File: config.mk
export PLATFORM = sky130hd
export DESIGN_NAME = sync_fifo_flags
export DESIGN_NICKNAME = d
export VERILOG_FILES = /design/src/rtl/fifo_pkg.sv /design/src/rtl/fifo_mem.sv /design/src/rtl/sync_fifo_flags.sv
export SDC_FILE = /design/constraint.sdc
export NUM_CORES = 1
export LEC_CHECK = 0
export ABC_AREA = 1
export CAP_MARGIN = 10
export CORE_MARGIN = 2
export CORE_UTILIZATION = 51
export DETAILED_ROUTE_END_ITERATION = 6
export HOLD_SLACK_MARGIN = 0.12
export PLACE_DENSITY = 0.74
export SETUP_SLACK_MARGIN = 0.1
export SLEW_MARGIN = 20
export SYNTH_ARGS = -nofsm -noshare
export SYNTH_HDL_FRONTEND = slang
export SYNTH_SLANG_ARGS = --single-unit
File: constraint.sdc
create_clock -name clk -period 1.9 [get_ports clk]
set_input_delay 0.19 -clock clk [delete_from_list [all_inputs] [get_ports clk]]
set_output_delay 0.19 -clock clk [all_outputs]
set_load 0.005 [all_outputs]
File: src/rtl/fifo_pkg.sv
// Shared definitions for the sync_fifo_flags slice.
//   op_e : push/pop operation code, decoded from {pop_accept, push_accept}.
package fifo_pkg;

    typedef enum logic [1:0] {
        IDLE = 2'b00,
        PUSH = 2'b01,
        POP  = 2'b10,
        BOTH = 2'b11
    } op_e;

endpackage : fifo_pkg

File: src/rtl/fifo_mem.sv
// FIFO storage array: DEPTH x DATA_W, one synchronous write port and one
// asynchronous read port. No reset; contents persist across reset/flush.
//   clk      : write clock (rising edge)
//   we_i     : write enable
//   waddr_i  : write index
//   wdata_i  : write data
//   raddr_i  : read index
//   rdata_o  : combinational read data
module fifo_mem #(
    parameter int unsigned DEPTH  = 8,
    parameter int unsigned DATA_W = 8,
    localparam int unsigned AW    = $clog2(DEPTH)
) (
    input  logic              clk,
    input  logic              we_i,
    input  logic [AW-1:0]     waddr_i,
    input  logic [DATA_W-1:0] wdata_i,
    input  logic [AW-1:0]     raddr_i,
    output logic [DATA_W-1:0] rdata_o
);

    logic [DATA_W-1:0] mem_q [DEPTH];

    always_ff @(posedge clk) begin
        if (we_i) begin
            mem_q[waddr_i] <= wdata_i;
        end
    end

    assign rdata_o = mem_q[raddr_i];

endmodule : fifo_mem

File: src/rtl/sync_fifo_flags.sv
// Synchronous first-word-fall-through FIFO with level flags, registered
// occupancy counter, synchronous flush and sticky overflow/underflow flags.
//   clk, reset          : clock (rising edge), async active-high reset
//   push_i, push_data_i : write request and data
//   pop_i, pop_data_o   : read request and head entry (zero latency)
//   flush_i             : synchronous empty command (wins over push/pop)
//   err_clr_i           : clears sticky error flags
//   full_o, empty_o, almost_full_o, almost_empty_o : level flags
//   count_o             : occupancy 0..DEPTH
//   overflow_o, underflow_o : sticky error flags
module sync_fifo_flags
    import fifo_pkg::*;
#(
    parameter int unsigned DEPTH     = 8,
    parameter int unsigned DATA_W    = 8,
    parameter int unsigned AF_THRESH = DEPTH - 1,
    parameter int unsigned AE_THRESH = 1,
    localparam int unsigned AW       = $clog2(DEPTH),
    localparam int unsigned PW       = AW + 1
) (
    input  logic              clk,
    input  logic              reset,
    input  logic              push_i,
    input  logic [DATA_W-1:0] push_data_i,
    input  logic              pop_i,
    output logic [DATA_W-1:0] pop_data_o,
    input  logic              flush_i,
    input  logic              err_clr_i,
    output logic              full_o,
    output logic              empty_o,
    output logic              almost_full_o,
    output logic              almost_empty_o,
    output logic [PW-1:0]     count_o,
    output logic              overflow_o,
    output logic              underflow_o
);

    logic [PW-1:0] wr_ptr_q, wr_ptr_d;
    logic [PW-1:0] rd_ptr_q, rd_ptr_d;
    logic [PW-1:0] count_q, count_d;
    logic          ovf_q, ovf_d;
    logic          udf_q, udf_d;
    logic          full, empty;
    logic          push_acc, pop_acc;
    op_e           op;

    // Flags decode only from the count register.
    assign empty = (count_q == '0);
    assign full  = (count_q == PW'(DEPTH));

    always_comb begin
        // A pop frees a slot in the same cycle, so push is allowed when full.
        push_acc = push_i & (~full | pop_i) & ~flush_i;
        pop_acc  = pop_i & ~empty & ~flush_i;
        op       = op_e'({pop_acc, push_acc});

        wr_ptr_d = wr_ptr_q;
        rd_ptr_d = rd_ptr_q;
        count_d  = count_q;
        case (op)
            IDLE: ;
            PUSH: begin
                wr_ptr_d = wr_ptr_q + 1'b1;
                count_d  = count_q + 1'b1;
            end
            POP: begin
                rd_ptr_d = rd_ptr_q + 1'b1;
                count_d  = count_q - 1'b1;
            end
            BOTH: begin
                wr_ptr_d = wr_ptr_q + 1'b1;
                rd_ptr_d = rd_ptr_q + 1'b1;
            end
            default: ;
        endcase

        if (flush_i) begin
            wr_ptr_d = '0;
            rd_ptr_d = '0;
            count_d  = '0;
        end

        // New error in the clear cycle wins over the clear.
        ovf_d = (push_i & full & ~pop_i & ~flush_i) | (ovf_q & ~err_clr_i);
        udf_d = (pop_i & empty & ~flush_i) | (udf_q & ~err_clr_i);
    end

    always_ff @(posedge clk or posedge reset) begin
        if (reset) begin
            wr_ptr_q <= '0;
            rd_ptr_q <= '0;
            count_q  <= '0;
            ovf_q    <= 1'b0;
            udf_q    <= 1'b0;
        end else begin
            wr_ptr_q <= wr_ptr_d;
            rd_ptr_q <= rd_ptr_d;
            count_q  <= count_d;
            ovf_q    <= ovf_d;
            udf_q    <= udf_d;
        end
    end

    fifo_mem #(
        .DEPTH  (DEPTH),
        .DATA_W (DATA_W)
    ) u_mem (
        .clk     (clk),
        .we_i    (push_acc),
        .waddr_i (wr_ptr_q[AW-1:0]),
        .wdata_i (push_data_i),
        .raddr_i (rd_ptr_q[AW-1:0]),
        .rdata_o (pop_data_o)
    );

    assign full_o         = full;
    assign empty_o        = empty;
    assign almost_full_o  = (count_q >= PW'(AF_THRESH));
    assign almost_empty_o = (count_q <= PW'(AE_THRESH));
    assign count_o        = count_q;
    assign overflow_o     = ovf_q;
    assign underflow_o    = udf_q;

endmodule : sync_fifo_flags

==> results of run 1 <==
repair_timing:
action	in CTS	in global routing
setup endpoints to repair	12	68
resized for setup	61	37
pin swaps	13	15
buffers inserted	16	4
endpoints found under the hold margin	0	0
gates cloned	2	1
registers in the layout (all words and copies together) (netlist names):
signal,cells
rd_ptr_q,3
overflow_o,1
underflow_o,1
count_o,4
u_mem.mem_q,64
wr_ptr_q,3
metal layers:
metal  vias up  share of wire [%]
met5         -                  0
met4         0                2.5
met3        16                3.7
met2        61                 52
met1      1122                 42
li1       1147                  -
cell usage in the layout, fill, tap and decap left out, drive strengths merged, types with 3 or more instances in the layout:
cell type and count:
dlygate4sd2 3, nand3 13, dfrtp 12, mux2i 16, buf 49, clkbuf 12, o21ai 22, edfxtp 64
inv 23, nand2 64, o22ai 16, nor2 28, a21oi 3, clkdlybuf4s50 19, ha 5
logic make-up after synthesis:
group | after synthesis
adder cells (fa/ha/maj) | 5
multiplexers | 16
flip-flops | 76
AO/OA/AOI/OAI | 42
XOR/XNOR | 3
buffers and inverters | 33
AND/OR/NAND/NOR | 107
power by group through the flow:
| stage | logic, uW | clock network [uW] | registers (uW) |
|---|---|---|---|
| after floorplan | 211 | 0 | 1890 |
| after global placement | 410 | 0 | 1890 |
| after detailed placement | 417 | 0 | 1890 |
| after CTS | 526 | 1350 | 1860 |
| after global routing | 586 | 1450 | 1860 |
| final | 540 | 1350 | 1860 |
final cells by class:
class	instances	area (um^2)
multi-input combinational	173	1060
tap	77	96.3
inverter	23	91.3
fill	457	1910
clock buffer	10	128
sequential	76	2220
timing repair buffer	74	719
clock inverter	6	87.6
stage by stage:
| step | hold WS, ns | TNS (ns) | power [uW] | std cells |
|---|---|---|---|---|
| finish | 0.161 | -0.0170 | 3750 | 439 |
| global route | 0.204 | -0.303 | 3900 | 439 |
| CTS | 0.169 | -0.394 | 3740 | 438 |
| detailed placement | 0.527 | 0 | 2310 | 404 |
| global placement | 0.511 | 0 | 2300 | 404 |
| floorplan | 0.0547 | -1.71 | 2100 | 282 |
worst max path at each step:
stage	depth (start not counted)	slack (ns)	to	startpoint
final	8	-0.02	pop_data_o[7]	rd_ptr_q[0]
after global routing	8	-0.11	pop_data_o[7]	rd_ptr_q[0]
after CTS	8	-0.13	pop_data_o[5]	rd_ptr_q[0]
after detailed placement	7	0.007	u_mem.mem_q[4][5]	push_i
after global placement	7	0.07	u_mem.mem_q[4][5]	push_i
after floorplan	7	-0.04	u_mem.mem_q[3][0]	count_o[0]
==> results.md, run 1 <==
- Post-synthesis mux area share: 4.84%
- First-pass GRT wire length: 11800 um
- Internal: 2850 uW
- Core area: 0.00631 mm^2
- Setup CP Type: reg2out
- Final Instance Area: 0.00440 mm^2
- Area fraction in compound gates after synthesis: 7.41%
- Netlist cell types: 25
- Post-Synth XOR/XNOR Area: 0.794%
- Die height: 84.5 um
- Worst hold path class: in2async
- # diodes: 0
- Endpoints failing setup: 1
- R2r setup slk: 0.15 ns
- Final Routed Wirelength: 7700 um
- Area share of and/or/nand/nor cells after synthesis: 13.6%
- Total gr overflow: 0
- CP Max Fanout: 8
- DP Wirelength: 4740 um
- Ys Warns: 0
- Primary FF master, synth: edfxtp_1
- Clock slew at reported path FFs: 0.08 ns
- Pre-CTS WS: 0.00696 ns
- DRC Markers: 0
- Seq cells post-synth: 76
- Largest family of logic cells by synthesized area: simple AND/OR/NAND/NOR gates
- CP bufs+invs: 4
- Cts bufs inserted: 9
- Pleak: 0.00173 uW
- Top post-synthesis cells by count: edfxtp_1 (64), nand2_1 (60), nor2_1 (27)
- CTS tree: yes
- Synth Instances: 282
- Sw Share: 23.8%
- Startpoint Class: flip-flop
- Final period utilization: 101%
- Routability Congestion: 0.828
- Post-Syn Area: 0.00331 mm^2
- Die footprint: 0.00715 mm^2
- Vias in the first global route: 2345
- Critical path's largest stage delay: 0.44 ns
- Final hold violations: 0
- Status: finished with violations
- PortBufs: 31
- Critical Path RT: 1.71 ns
- DR iter-0 viols: 128
- Met3 usage: 4.42%
- Hold_buf cts: 0
- Asr flop ratio synth: 15.8%
- Avg Vias per Cell: 5.34
- Crit path time final: 1.92 ns
- RR Endpoint: u_mem.mem_q[1][0]
- Largest net degree at the start of global routing: 35
- Fmax: 522 MHz
- Share of cells above drive strength 1: 28.7%
- Placement Cell Area: 0.00390 mm^2
- R2r worst-path depth: 9
- Cell family with most CP delay: buffers and inverters
- Rel. slew slack: 67.1%
- Layout area overhead: 33.1%
- CTS sink cnt: 76
- Synth area leaders: edfxtp_1 (58%), dfrtp_1 (9.1%), nand2_1 (6.8%), mux2i_1 (4.8%), o21ai_0 (3.3%)
- Adder-cell share of the synthesized area: 1.89%
- CP max stage cell: dfrtp_2
- Final Skew: 0.00716 ns
- M2 GR Usage: 36.5%
- Failing checks: setup timing
- M1 GR Usage: 29.0%
- Syn Area/Cell: 11.7 um^2
- CP Capture Type: primary output
- H-tree lvl count: 3
- TritonRoute pass-1 iters: 4
- Die width: 84.5 um
- Synth area leader: edfxtp_1
- Max rail drop VDD: 0.592 mV
- Count leader, synth: edfxtp_1
- Worst Path Arrival: 1.73 ns
- Final core utilization: 69.7%
- Total of max-cap violations: 0
- Worst r2r src: count_o[1]
- Nets: 376
- Comb power frac: 14.4%
- Setup ws final: -0.0170 ns
- RSZ-0062 raised after global routing: true
- FP Rows: 29
- Mapped Nets: 301
- Synth top area share: 58.1%
- Seq/Total Area, Yosys: 67.2%
- Worst Max-Slew Pin Slew: 0.494 ns
- Initial Util: 52.4%
- WL/cell: 17.5 um
- Clock share of power: 35.9%
- Power per cell area: 851 mW/mm^2
- Tot GR Track Use: 22.2%
- Max-slew violation count: 0
- Routed Antenna Nets: 0
- DR vias: 2346
- Ports: 32
- Critical path, cell by cell: buf_6 -> buf_12 -> buf_6 -> mux2i_1 -> o22ai_1 -> nand2_1 -> nand2_1 -> buf_2
- Antenna violations before repair: 0
- Sequential share of power: 49.7%
- Clock root buffer: clkbuf_8
- Clk buf depth: 2
- Switch Pwr: 891 uW
- EDFF count, synth: 64
- Skew-Pair Late Insertion Delay: 0.35 ns
- Grt peak-use layer: met2
Note: power is estimated with default switching activity, not from simulation.
==> run 2: changes to the inputs <==
--- a/config.mk
+++ b/config.mk
@@ -8,10 +8,10 @@
 export ABC_AREA = 1
 export CAP_MARGIN = 10
 export CORE_MARGIN = 2
-export CORE_UTILIZATION = 51
+export CORE_UTILIZATION = 40
 export DETAILED_ROUTE_END_ITERATION = 6
 export HOLD_SLACK_MARGIN = 0.12
-export PLACE_DENSITY = 0.74
+export PLACE_DENSITY = 0.61
 export SETUP_SLACK_MARGIN = 0.1
 export SLEW_MARGIN = 20
 export SYNTH_ARGS = -nofsm -noshare
==> results.md, run 2 (synthesis results as in run 1) <==
- Status: finished with violations (unchanged)
- Failing checks: setup timing (unchanged)
- Initial Util: 40.7% (was 52.4%)
- Total power: 3630 uW (was 3750 uW)
- Max rail drop VDD: 0.405 mV (was 0.592 mV)
- Routed Antenna Nets: 0 (unchanged)
- PortBufs: 31 (unchanged)
- Most frequent cells in the layout: edfxtp_1 (64), nand2_1 (59), nor2_1 (23) (was edfxtp_1 (64), nand2_1 (58), buf_4 (22))
- Final core utilization: 54.2% (was 69.7%)
- Die footprint: 0.00901 mm^2 (was 0.00715 mm^2)
- Nets: 363 (was 376)
- First-pass GRT wire length: 11300 um (was 11800 um)
- Clk buf depth: 2 (unchanged)
- Worst Path Arrival: 1.73 ns (about the same)
- Internal: 2740 uW (was 2850 uW)
- Startpoint Class: flip-flop (unchanged)
- CTS sink cnt: 76 (unchanged)
- Layout area overhead: 33.2% (was 33.1%)
- Share of cells above drive strength 1: 27.2% (was 28.7%)
- Comb power frac: 15.4% (was 14.4%)
- Final Routed Wirelength: 7080 um (was 7700 um)
- Setup CP Type: reg2out (unchanged)
- DR vias: 2256 (was 2346)
- Worst Max-Slew Pin Slew: 0.483 ns (was 0.494 ns)
- Antenna violations before repair: 0 (unchanged)
- Multi-input combinational cell area: 0.00113 mm^2 (was 0.00106 mm^2)
- Worst hold path class: in2async (unchanged)
- DRC Markers: 0 (unchanged)
- Fillers: 651 (was 457)
- Critical Path RT: 1.71 ns (about the same)
- RSZ-0062 raised after global routing: true (unchanged)
- Endpoints failing setup: 2 (was 1)
- Die height: 94.9 um (was 84.5 um)
- Clock root buffer: clkbuf_8 (unchanged)
- CP Max Fanout: 8 (unchanged)
- Total of max-cap violations: 0 (unchanged)
- Largest net degree at the start of global routing: 35 (unchanged)
- H-tree lvl count: 3 (unchanged)
- Sw Share: 24.5% (was 23.8%)
- Total gr overflow: 0 (unchanged)
- Cts bufs inserted: 9 (unchanged)
- Tot GR Track Use: 17.2% (was 22.2%)
- Vias in the first global route: 2107 (was 2345)
- Biggest register: u_mem.mem_q (unchanged)
- CP Capture Type: primary output (unchanged)
- Final period utilization: 101% (about the same)
- Clock slew at reported path FFs: 0.08 ns (about the same)
- Final hold violations: 0 (unchanged)
- Commonest non-fill, non-tap cell in the layout: edfxtp_1 (unchanged)
- Fmax: 520 MHz (was 522 MHz)
- Routability Congestion: 0.760 (was 0.828)
- TritonRoute pass-1 iters: 5 (was 4)
- DP Wirelength: 4610 um (was 4740 um)
- WL/cell: 15.6 um (was 17.5 um)
- Crit path time final: 1.92 ns (about the same)
- Clock share of power: 33.4% (was 35.9%)
- Final Skew: 0.0139 ns (was 0.00716 ns)
- Sequential Area: 0.00222 mm^2 (unchanged)
- Skew-Pair Late Insertion Delay: 0.34 ns (was 0.35 ns)
- Setup ws final: -0.0218 ns (was -0.0170 ns)
- Ports: 32 (unchanged)
- Max-slew violation count: 0 (unchanged)
- DR iter-0 viols: 158 (was 128)
- Sequential share of power: 51.2% (was 49.7%)
- Placement Cell Area: 0.00388 mm^2 (was 0.00390 mm^2)
- Hold_buf cts: 0 (unchanged)
- CTS tree: yes (unchanged)
- Power per cell area: 824 mW/mm^2 (was 851 mW/mm^2)
- Core area: 0.00813 mm^2 (was 0.00631 mm^2)
- Final Instance Area: 0.00441 mm^2 (was 0.00440 mm^2)
- Switch Pwr: 892 uW (was 891 uW)
- Die width: 94.9 um (was 84.5 um)
- # diodes: 0 (unchanged)
- Avg Vias per Cell: 4.97 (was 5.34)
- FP Rows: 33 (was 29)
- Pleak: 0.00169 uW (was 0.00173 uW)
- Largest register FFs: 64 (unchanged)
- Rel. slew slack: 67.7% (was 67.1%)
run 2: through the flow:
stage / hold slack [ns] / setup slack [ns] / TNS (ns) / cells
4_1_cts: 0.180 / -0.0248 / -0.0407 / 454
3_5_place_dp: 0.535 / 0.0399 / 0 / 427
3_3_place_gp: 0.517 / 0.0626 / 0 / 427
2_1_floorplan: 0.0547 / -0.0443 / -1.71 / 282
6_report: 0.165 / -0.0218 / -0.0268 / 454
5_1_grt: 0.219 / -0.103 / -0.620 / 454
run 2: power by group through the flow:
stage | Clock (uW) | Combinational, uW | Sequential, uW
2_1_floorplan | 0 | 211 | 1890
4_1_cts | 1230 | 543 | 1860
5_1_grt | 1300 | 608 | 1860
6_report | 1210 | 559 | 1860
3_5_place_dp | 0 | 411 | 1890
3_3_place_gp | 0 | 408 | 1890
run 2: timing repair:
| item | 4_1_cts | 5_1_grt |
|---|---|---|
| pin swaps | 20 | 3 |
| endpoints found under the hold margin | 0 | 0 |
| setup endpoints to repair | 12 | 43 |
| resized for setup | 77 | 13 |
| gates cloned | 4 | 0 |
| buffers inserted | 8 | 0 |
run 2: cell type report:
cell class / instances / area share [%]
repair buffers: 61 / 14.3
multi-input cells: 173 / 25.7
clock buffers: 9 / 2.81
clock inverters: 7 / 1.67
flip-flops and latches: 76 / 50.4
well taps: 105 / 2.98
inverters: 23 / 2.10
run 2: worst paths after layout:
check,start,to,slack [ns],cells after the start
min reg2reg,underflow_o,underflow_o,0.54,2
max in group asynchronous,reset,rd_ptr_q[0],1.38,2
max reg2reg,count_o[0],u_mem.mem_q[7][1],0.29,9
max,rd_ptr_q[0],pop_data_o[3],-0.02,8
min in group clk,err_clr_i,overflow_o,0.45,2
min,reset,underflow_o,0.17,2
run 2: layer usage:
| metal | wire, um | up-vias | global-route usage, % |
|---|---|---|---|
| li1 | - | 1114 | - |
| met1 | 3540 | 1076 | 26.4 |
| met2 | 3090 | 54 | 24.3 |
| met3 | 321 | 12 | 2.55 |
| met4 | 136 | 0 | 7.37 |
| met5 | 0 | - | 0 |
run 2: critical path, stage by stage (launching register included):
cell and delay (ns):
dfrtp_2 0.42, buf_6 0.13, buf_12 0.13, buf_16 0.15, mux2i_4 0.20, o22ai_1 0.12
nand2_1 0.07, nand2_1 0.06, buf_2 0.10
